==> config.mk <==
export PLATFORM = sky130hd
export DESIGN_NAME = rr_mux_arbiter
export DESIGN_NICKNAME = d
export VERILOG_FILES = /design/src/rtl/rr_mux_arbiter.sv
export SDC_FILE = /design/constraint.sdc
export NUM_CORES = 1
export LEC_CHECK = 0
export CAP_MARGIN = 5
export CORE_AREA = 2 2 55 57
export DETAILED_ROUTE_END_ITERATION = 8
export DIE_AREA = 0 0 57 59
export PLACE_DENSITY_LB_ADDON = 0.12
export SETUP_SLACK_MARGIN = 0.2
export SKIP_CTS_REPAIR_TIMING = 1
export SLEW_MARGIN = 20
export SYNTH_ARGS = -nofsm -noshare
export SYNTH_HDL_FRONTEND = slang
export SYNTH_SLANG_ARGS = --single-unit
==> constraint.sdc <==
create_clock -name clk -period 2.4 [get_ports clk]
set_clock_uncertainty 0.05 [all_clocks]
set_input_delay 0.24 -clock clk [delete_from_list [all_inputs] [get_ports clk]]
set_output_delay 0.24 -clock clk [all_outputs]
set_load 0.005 [all_outputs]
==> src/rtl/rr_mux_arbiter.sv <==
// Round-robin arbiter sharing one 4:1 data mux between four requesters.
// Grants and mux selects are registered. y is a purely combinational mux
// steered by the registered select. A burst limit forces a handoff when
// another requester is waiting.
module rr_mux_arbiter #(
    parameter int unsigned WIDTH     = 8,
    parameter int unsigned MAX_BURST = 4
) (
    input  logic             clk,
    input  logic             rst_n,
    input  logic [3:0]       req,
    input  logic [WIDTH-1:0] i0,
    input  logic [WIDTH-1:0] i1,
    input  logic [WIDTH-1:0] i2,
    input  logic [WIDTH-1:0] i3,
    output logic [3:0]       gnt,
    output logic             s1,
    output logic             s0,
    output logic [WIDTH-1:0] y,
    output logic             y_valid,
    output logic             busy
);

    localparam int unsigned   CntW   = $clog2(MAX_BURST + 1);
    localparam logic [CntW-1:0] MaxCnt = CntW'(MAX_BURST);
    localparam logic [CntW-1:0] OneCnt = CntW'(1);

    localparam logic [0:0] StIdle  = 1'b0;
    localparam logic [0:0] StGrant = 1'b1;

    logic [0:0]      state_q, state_d;
    logic [3:0]      gnt_q,   gnt_d;
    logic [1:0]      sel_q,   sel_d;
    logic [1:0]      last_q,  last_d;
    logic [CntW-1:0] cnt_q,   cnt_d;

    logic [3:0] others;
    logic [2:0] pick_all;
    logic [2:0] pick_oth;

    // Returns {found, index} of the first set bit at or after ptr+1, wrapping.
    function automatic logic [2:0] rr_pick(input logic [3:0] mask, input logic [1:0] ptr);
        logic       found;
        logic [1:0] idx;
        logic [1:0] cand;
        found = 1'b0;
        idx   = 2'd0;
        for (int k = 1; k <= 4; k++) begin
            cand = ptr + 2'(k);
            if (!found && mask[cand]) begin
                found = 1'b1;
                idx   = cand;
            end
        end
        return {found, idx};
    endfunction

    // Next-state: pick winners and apply the keep / handoff / release rules.
    always_comb begin
        state_d  = state_q;
        gnt_d    = gnt_q;
        sel_d    = sel_q;
        last_d   = last_q;
        cnt_d    = cnt_q;
        // Everyone requesting except the current holder.
        others   = req & ~gnt_q;
        pick_all = rr_pick(req, last_q);
        pick_oth = rr_pick(others, last_q);

        case (state_q)
            StIdle: begin
                if (pick_all[2]) begin
                    state_d = StGrant;
                    gnt_d   = 4'b0001 << pick_all[1:0];
                    sel_d   = pick_all[1:0];
                    last_d  = pick_all[1:0];
                    cnt_d   = OneCnt;
                end
            end
            StGrant: begin
                if (req[sel_q] && ((cnt_q < MaxCnt) || (others == 4'b0000))) begin
                    // Keep the grant; the counter saturates at the limit.
                    if (cnt_q != MaxCnt) begin
                        cnt_d = cnt_q + OneCnt;
                    end
                end else if (pick_oth[2]) begin
                    // Burst expiry or early release: hand off with no idle bubble.
                    gnt_d  = 4'b0001 << pick_oth[1:0];
                    sel_d  = pick_oth[1:0];
                    last_d = pick_oth[1:0];
                    cnt_d  = OneCnt;
                end else begin
                    // Nobody left; the select keeps its last value.
                    state_d = StIdle;
                    gnt_d   = 4'b0000;
                end
            end
            default: begin
                state_d = StIdle;
                gnt_d   = 4'b0000;
            end
        endcase
    end

    // State registers with asynchronous active-low reset.
    always_ff @(posedge clk or negedge rst_n) begin
        if (!rst_n) begin
            state_q <= StIdle;
            gnt_q   <= 4'b0000;
            sel_q   <= 2'd0;
            last_q  <= 2'd3;
            cnt_q   <= '0;
        end else begin
            state_q <= state_d;
            gnt_q   <= gnt_d;
            sel_q   <= sel_d;
            last_q  <= last_d;
            cnt_q   <= cnt_d;
        end
    end

    // Data mux steered by the registered select; no storage on the data path.
    always_comb begin
        y = i0;
        case (sel_q)
            2'd0:    y = i0;
            2'd1:    y = i1;
            2'd2:    y = i2;
            2'd3:    y = i3;
            default: y = i0;
        endcase
    end

    assign gnt     = gnt_q;
    assign s1      = sel_q[1];
    assign s0      = sel_q[0];
    assign y_valid = |gnt_q;
    assign busy    = (state_q == StGrant);

endmodule

==> impl_metrics.xml <==
<?xml version="1.0" encoding="UTF-8"?>
<metrics>
  <group name="yosys">
    <metric name="prevailing_post_synth_register_cell" unit="">dfrtp_1</metric>
    <metric name="synth_enable_flop_cells" unit="">0</metric>
    <metric name="synth-seq-cells" unit="">12</metric>
    <metric name="syn-cell-area" unit="um2">1080</metric>
    <metric name="yosysSeqAreaShare" unit="%">28.1</metric>
    <metric name="syn_inst" unit="">106</metric>
    <metric name="ys_warn_count" unit="">0</metric>
    <metric name="postSynth.asyncResetShare" unit="%">100</metric>
    <metric name="syn_area_per_cell" unit="um2">10.2</metric>
    <metric name="ys_types" unit="">41</metric>
    <metric name="synth_fp_nets" unit="">146</metric>
  </group>
  <group name="layout">
    <metric name="diodes" unit="">0</metric>
    <metric name="drive_above_1_share" unit="%">11.9</metric>
    <metric name="final_nets" unit="">209</metric>
    <metric name="ff_latch_area" unit="um2">303</metric>
    <metric name="post-route-util" unit="%">63.9</metric>
    <metric name="area_growth" unit="%">60.6</metric>
    <metric name="fill_cells" unit="">229</metric>
    <metric name="layout.cells.most_common" unit="">clkdlybuf4s50_1</metric>
    <metric name="layout.cells.most_common_list" unit="">clkdlybuf4s50_1, nor2_1, dfrtp_1, buf_4, mux4_1</metric>
    <metric name="footprint_of_the_multi_input_gates" unit="um2">718</metric>
  </group>
  <group name="die">
    <metric name="die_area" unit="um2">3360</metric>
    <metric name="floorplan.die.width" unit="um">57</metric>
    <metric name="fp-row-count" unit="">19</metric>
    <metric name="chipHeight" unit="um">59</metric>
    <metric name="core_area" unit="um2">2710</metric>
    <metric name="io-pin-count" unit="">54</metric>
    <metric name="start_util" unit="%">39.8</metric>
  </group>
  <group name="worst_setup_path">
    <metric name="critical_path_required" unit="ns">2.11</metric>
    <metric name="worstSetupStartpoint" unit="">sel_q[0]$_DFFE_PN0P_</metric>
    <metric name="regToRegSetupSlack" unit="ns">0.37</metric>
    <metric name="slowest_delay" unit="ns">0.56</metric>
    <metric name="worst_setup_path_start_kind" unit="">flop</metric>
    <metric name="crit_path_top_delay_cell" unit="">mux4_1</metric>
    <metric name="timing.setup.critical_path_class" unit="">flop to output port</metric>
    <metric name="cp_num_buf_inv" unit="">2</metric>
    <metric name="crit_path_cell_chain" unit="">buf_6 &gt; mux4_1 &gt; clkdlybuf4s50_1</metric>
    <metric name="setup.worst_path.end_class" unit="">output port</metric>
    <metric name="reg2reg_from" unit="">sel_q[0]$_DFFE_PN0P_</metric>
    <metric name="timing.critical_path.max_delay_family" unit="">buffers and inverters</metric>
    <metric name="cp.arrival" unit="ns">1.83</metric>
    <metric name="timing.critical_path.fanout_max" unit="">10</metric>
  </group>
  <group name="grt">
    <metric name="grt_max_degree" unit="">13</metric>
    <metric name="antenna_found_initial" unit="">0</metric>
    <metric name="groute.usage.overall" unit="%">19.8</metric>
    <metric name="grt_first_pass_wirelength" unit="um">5100</metric>
    <metric name="first_global_vias" unit="">1062</metric>
    <metric name="global_route.overflow_total" unit="">0</metric>
  </group>
  <group name="clock_tree">
    <metric name="cts.clk_slew.worst_paths" unit="ns">0.08</metric>
    <metric name="clockBufferDepth" unit="">2</metric>
    <metric name="clock_sink_count" unit="">12</metric>
    <metric name="cts-root-buf" unit="">clkbuf_4</metric>
    <metric name="h-tree-depth" unit="">1</metric>
    <metric name="tritoncts.num_buffers" unit="">3</metric>
    <metric name="cts_tree" unit="">built</metric>
    <metric name="clk_latency" unit="ns">0.28</metric>
  </group>
  <group name="detailed_routing">
    <metric name="drtAntennaViolNets" unit="">0</metric>
    <metric name="drt_iter0_drc" unit="">32</metric>
    <metric name="post_drt_wl_per_cell" unit="um">16.5</metric>
    <metric name="met1_length" unit="um">1450</metric>
    <metric name="drc_errors" unit="">0</metric>
    <metric name="pre_repair_dr_iteration_count" unit="">4</metric>
    <metric name="routed-wl-met2" unit="um">1480</metric>
    <metric name="dr_vias_cell" unit="">5.85</metric>
    <metric name="finalWirelength" unit="um">3290</metric>
    <metric name="highest-signal-layer" unit="">met4</metric>
    <metric name="met3_layer_wire_length_in_the_routed_design" unit="um">318</metric>
    <metric name="num_vias" unit="">1165</metric>
  </group>
  <group name="placement">
    <metric name="buffer_ports.inserted" unit="">53</metric>
    <metric name="place.detailed.hpwl" unit="um">2570</metric>
    <metric name="finalWeightedCongestion" unit="">0.859</metric>
  </group>
  <group name="pwr">
    <metric name="static-leakage-power" unit="nW">0.708</metric>
    <metric name="pwr_density_cell" unit="nW/um2">1160</metric>
    <metric name="intPower" unit="mW">1.22</metric>
    <metric name="power.share.switching" unit="%">39.1</metric>
    <metric name="power_switching" unit="mW">0.783</metric>
    <metric name="power.combinational.fraction" unit="%">68.3</metric>
    <metric name="p_seq_share" unit="%">23.7</metric>
    <metric name="power_frac_clock" unit="%">8.0</metric>
    <metric name="peakVddDrop" unit="mV">0.885</metric>
    <metric name="design_power_total" unit="mW">2.00</metric>
  </group>
  <group name="job">
    <metric name="number_of_max_cap_violations" unit="">0</metric>
  </group>
  <group name="sta">
    <metric name="finalSetupTns" unit="ns">0</metric>
    <metric name="fmaxAchievable" unit="MHz">472</metric>
    <metric name="setup_violations" unit="">0</metric>
    <metric name="slew_headroom" unit="%">64.4</metric>
    <metric name="unrepaired_setup_endpoints_after_global_routing" unit="">false</metric>
    <metric name="finalHoldViolCount" unit="">0</metric>
    <metric name="period_share" unit="%">88.2</metric>
    <metric name="timing_worst_slew_pin_value" unit="ns">0.533</metric>
    <metric name="hold-worst-slack" unit="ns">0.253</metric>
    <metric name="finalCriticalPeriod" unit="ns">2.12</metric>
    <metric name="final-max-slew-violation-count" unit="">0</metric>
  </group>
  <group name="min_path">
    <metric name="hp-class" unit="">input pin to asynchronous set/reset pin</metric>
  </group>
  <group name="run_status">
    <metric name="status" unit="">completed</metric>
  </group>
</metrics>
stage by stage:
| stage | setup WS [ns] | instance area, um2 | cells |
|---|---|---|---|
| 2_1_floorplan | 0.394 | 1080 | 106 |
| 3_5_place_dp | 0.0475 | 1680 | 194 |
| 3_3_place_gp | 0.0860 | 1680 | 194 |
| 4_1_cts | 0.182 | 1720 | 198 |
| 6_report | 0.282 | 1730 | 199 |
| 5_1_grt | 0.202 | 1730 | 199 |
flip-flops by register name, indices dropped and copies added (netlist names):
signal / flops
cnt_q: 3
gnt: 4
sel_q: 2
busy: 1
last_q: 2
logic make-up after synthesis:
| kind of cell | synth area share [%] |
|---|---|
| AOI/OAI and AO/OA | 20.9 |
| adders and majority gates | 2.32 |
| buffers and inverters | 5.34 |
| DFF | 28.1 |
| muxes | 23.4 |
| and+or+nand+nor | 20.0 |
cell usage after synthesis (3+ instances only):
| library cell | n | area [um2] |
|---|---|---|
| a21oi_1 | 7 | 35.0 |
| nor3b_1 | 3 | 22.5 |
| nand3_1 | 3 | 15.0 |
| nor2_1 | 12 | 45.0 |
| nand2_1 | 3 | 11.3 |
| mux4_1 | 8 | 210 |
| nor2b_1 | 5 | 31.3 |
| a31oi_1 | 4 | 25.0 |
| dfrtp_1 | 10 | 250 |
| nand2b_1 | 4 | 25.0 |
| inv_1 | 7 | 26.3 |
power by group through the flow:
| stage | registers, mW | clock network [mW] | logic [mW] |
|---|---|---|---|
| after floorplan | 0.398 | 0 | 0.860 |
| after detailed placement | 0.477 | 0 | 1.34 |
| after CTS | 0.476 | 0.164 | 1.35 |
| after global placement | 0.471 | 0 | 1.31 |
| final | 0.474 | 0.160 | 1.37 |
| after global routing | 0.492 | 0.173 | 1.50 |
routing by layer:
| metal | vias up | track usage, % |
|---|---|---|
| met4 | 0 | 6.64 |
| met1 | 550 | 27.1 |
| met3 | 4 | 4.59 |
| li1 | 547 | - |
| met5 | - | 0 |
| met2 | 64 | 31.2 |
worst register-to-register path, stage by stage (launching register included):
cell and delay (ns):
dfrtp_1 0.36, buf_4 0.12, mux4_2 0.54, nor3b_1 0.18, a211o_1 0.29, a221o_1 0.28
o21a_1 0.11
cell type report:
type                       count  area share [%]
inverter                       7            1.52
timing repair buffer          63            35.2
multi-input combinational     82            41.5
clock buffer                   4            2.10
tap                           31            2.24
sequential                    12            17.5
worst paths after layout:
path	end	cells after the start
worst max-delay path	y[5]	3
worst min-delay path	busy$_DFF_PN0_	1
worst max register to register	sel_q[0]$_DFFE_PN0P_	6
worst min register to register	cnt_q[1]$_DFFE_PN0P_	1
max in group asynchronous	last_q[0]$_DFFE_PN1P_	1
min in group clk	cnt_q[1]$_DFFE_PN0P_	1
No activity file was read; power rests on OpenSTA's default activity.
==> patch (same flow settings) <==
Make the reset (`rst_n`) synchronous in one clocked block. Comments in the files are not updated.
--- a/src/rtl/rr_mux_arbiter.sv
+++ b/src/rtl/rr_mux_arbiter.sv
@@ -105,3 +105,3 @@
     // State registers with asynchronous active-low reset.
-    always_ff @(posedge clk or negedge rst_n) begin
+    always_ff @(posedge clk) begin
         if (!rst_n) begin
Function: differs if rst_n is asserted again (counterexample within 4 cycles, from zero or initial values and one cycle with rst_n low); with rst_n held inactive, the same outputs for 10 cycles.
==> patch against the original RTL <==
Setup slack worse by 0.0019 ns; sequential cell count is the same; hold slack improved by 0.27 ns; core utilization rose by 1.4 points; design area grew 2.2%; area after synthesis up 7.9%; wire length up 5.7%; largest cell class unchanged; highest routed layer unchanged.
Power is not compared: it rests on default switching activity, and its combinational part moved more than twofold at a synthesized area within 25%.
==> patch: results (changes against the original RTL) <==
Parameter                              Value

Yosys
  Most used DFF post-synth    dfxtp_1 (was dfrtp_1)
  Sequential fraction of the synthesis area    0.206 (was 0.281)
  Count of different cell masters after synthesis    50 (was 41)
  Number of nets in the synthesized netlist    150 (was 146)
  Area fraction in compound gates after synthesis    0.274 (was 0.209)
  Post-synthesis mux area share    0.230 (was 0.234)
  Gate count of the mapped netlist    110 (was 106)
  Post-Synth XOR/XNOR Area    0 (unchanged)
  Async set-reset flop share out of synthesis    0 (was 1.00)
  Arithmetic-cell share of the synthesized area counting full adders, half adders and majority gates    0.0215 (was 0.0232)
  List of most frequent post-synthesis cells    dfxtp_1, mux4_1, inv_1, nor2_1, nand2b_1 (was nor2_1, dfrtp_1, mux4_1, a21oi_1, inv_1)
  Leading post-synthesis cells by cell area    dfxtp_1, mux4_1, a31oi_4 (was dfrtp_1, mux4_1, dfstp_2)

Detailed routing
  Post-detailed-routing wire length    3480 µm (was 3290 µm)
  Iteration-0 DRC count of the detailed router    56 (was 32)
  Vias    1170 (was 1165)
  Drt via density    5.91 (was 5.85)

Critical path
  RR Endpoint    last_q[1] (was sel_q[0])
  Worst setup slack for register-to-register paths    0.48 ns (was 0.37 ns)
  Critical path data arrival time    1.83 ns (about the same)
  CP Capture Point    y[4] (was y[5])
  Critical register-to-register path startpoint    gnt[2] (was sel_q[0])
  Register-to-Register Path Depth    5 (was 6)
  Source of the critical timing path    sel_q[0] (unchanged)
  Critical Path Max Stage Delay    0.56 ns (about the same)
  Highest fanout seen on the critical path    9 (was 10)

Placed design
  Placer's final routability congestion estimate    0.877 (was 0.859)
  Half-perimeter wire length after detailed placement    2680 µm (was 2570 µm)
  Number of instances in the placed design    195 (was 194)
  Post-Place Worst Slack    0.125 ns (was 0.0475 ns)
  Placed cell area    0.00174 mm² (was 0.00168 mm²)

Global routing
  Wire length of the first global-routing pass    5350 µm (was 5100 µm)
  Total global routing track utilization    0.207 (was 0.198)
  Pin count of the biggest net entering global routing    13 (unchanged)
  Number of antenna violations at the first check in global routing    0 (unchanged)
  Number of global-route vias before repair    1078 (was 1062)

STA
  Achievable frequency    0.472 GHz (about the same)
  Hold WS    0.519 ns (was 0.253 ns)
  Slew at the pin with the worst max-slew slack    0.598 ns (was 0.533 ns)

Min path
  Type of the most critical hold path    flop to flop (was input port to async pin)

Status
  Outcome    finished clean (unchanged)

Layout
  Ratio of cells with drive above 1 in the final layout    0.150 (was 0.119)
  Final-layout fill cell count    218 (was 229)
  Syn-to-layout area delta    52.2% (was 60.6%)
patch: cell types whose count changed after synthesis, moves of 3 or more:
cell / delta
dfxtp_1: +12
o21ai_1: +4
dfrtp_1: -10
nand4_1: +4
a21oi_1: -3
nor2_1: -5
nor2b_1: -3
patch: final cells by class:
cell class / instances / area share
Clock buffer: 3 / 0.0127
Inverter: 7 / 0.0148
Multi-Input combinational cell: 87 / 0.488
Sequential cell: 12 / 0.138
Tap cell: 31 / 0.0219
Timing Repair Buffer: 58 / 0.324
patch: power by group:
part	switching [µW]	internal (µW)
Combinational	217	331
Sequential	53.8	233
Clock	62.6	58.0
Total	334	622
patch: worst register-to-register path, cell delays in order, from the launching register on:
cell	delay (ns)
dfxtp_1	0.41
and2b_4	0.25
o41ai_4	0.47
a31oi_4	0.14
and2_1	0.24
o31a_1	0.24
patch: per-layer routing:
metal,GRT usage,up-vias,share of wire
li1,-,560,-
met1,0.289,549,0.45
met2,0.314,51,0.46
met3,0.0371,10,0.069
met4,0.0897,0,0.022
met5,0,-,0
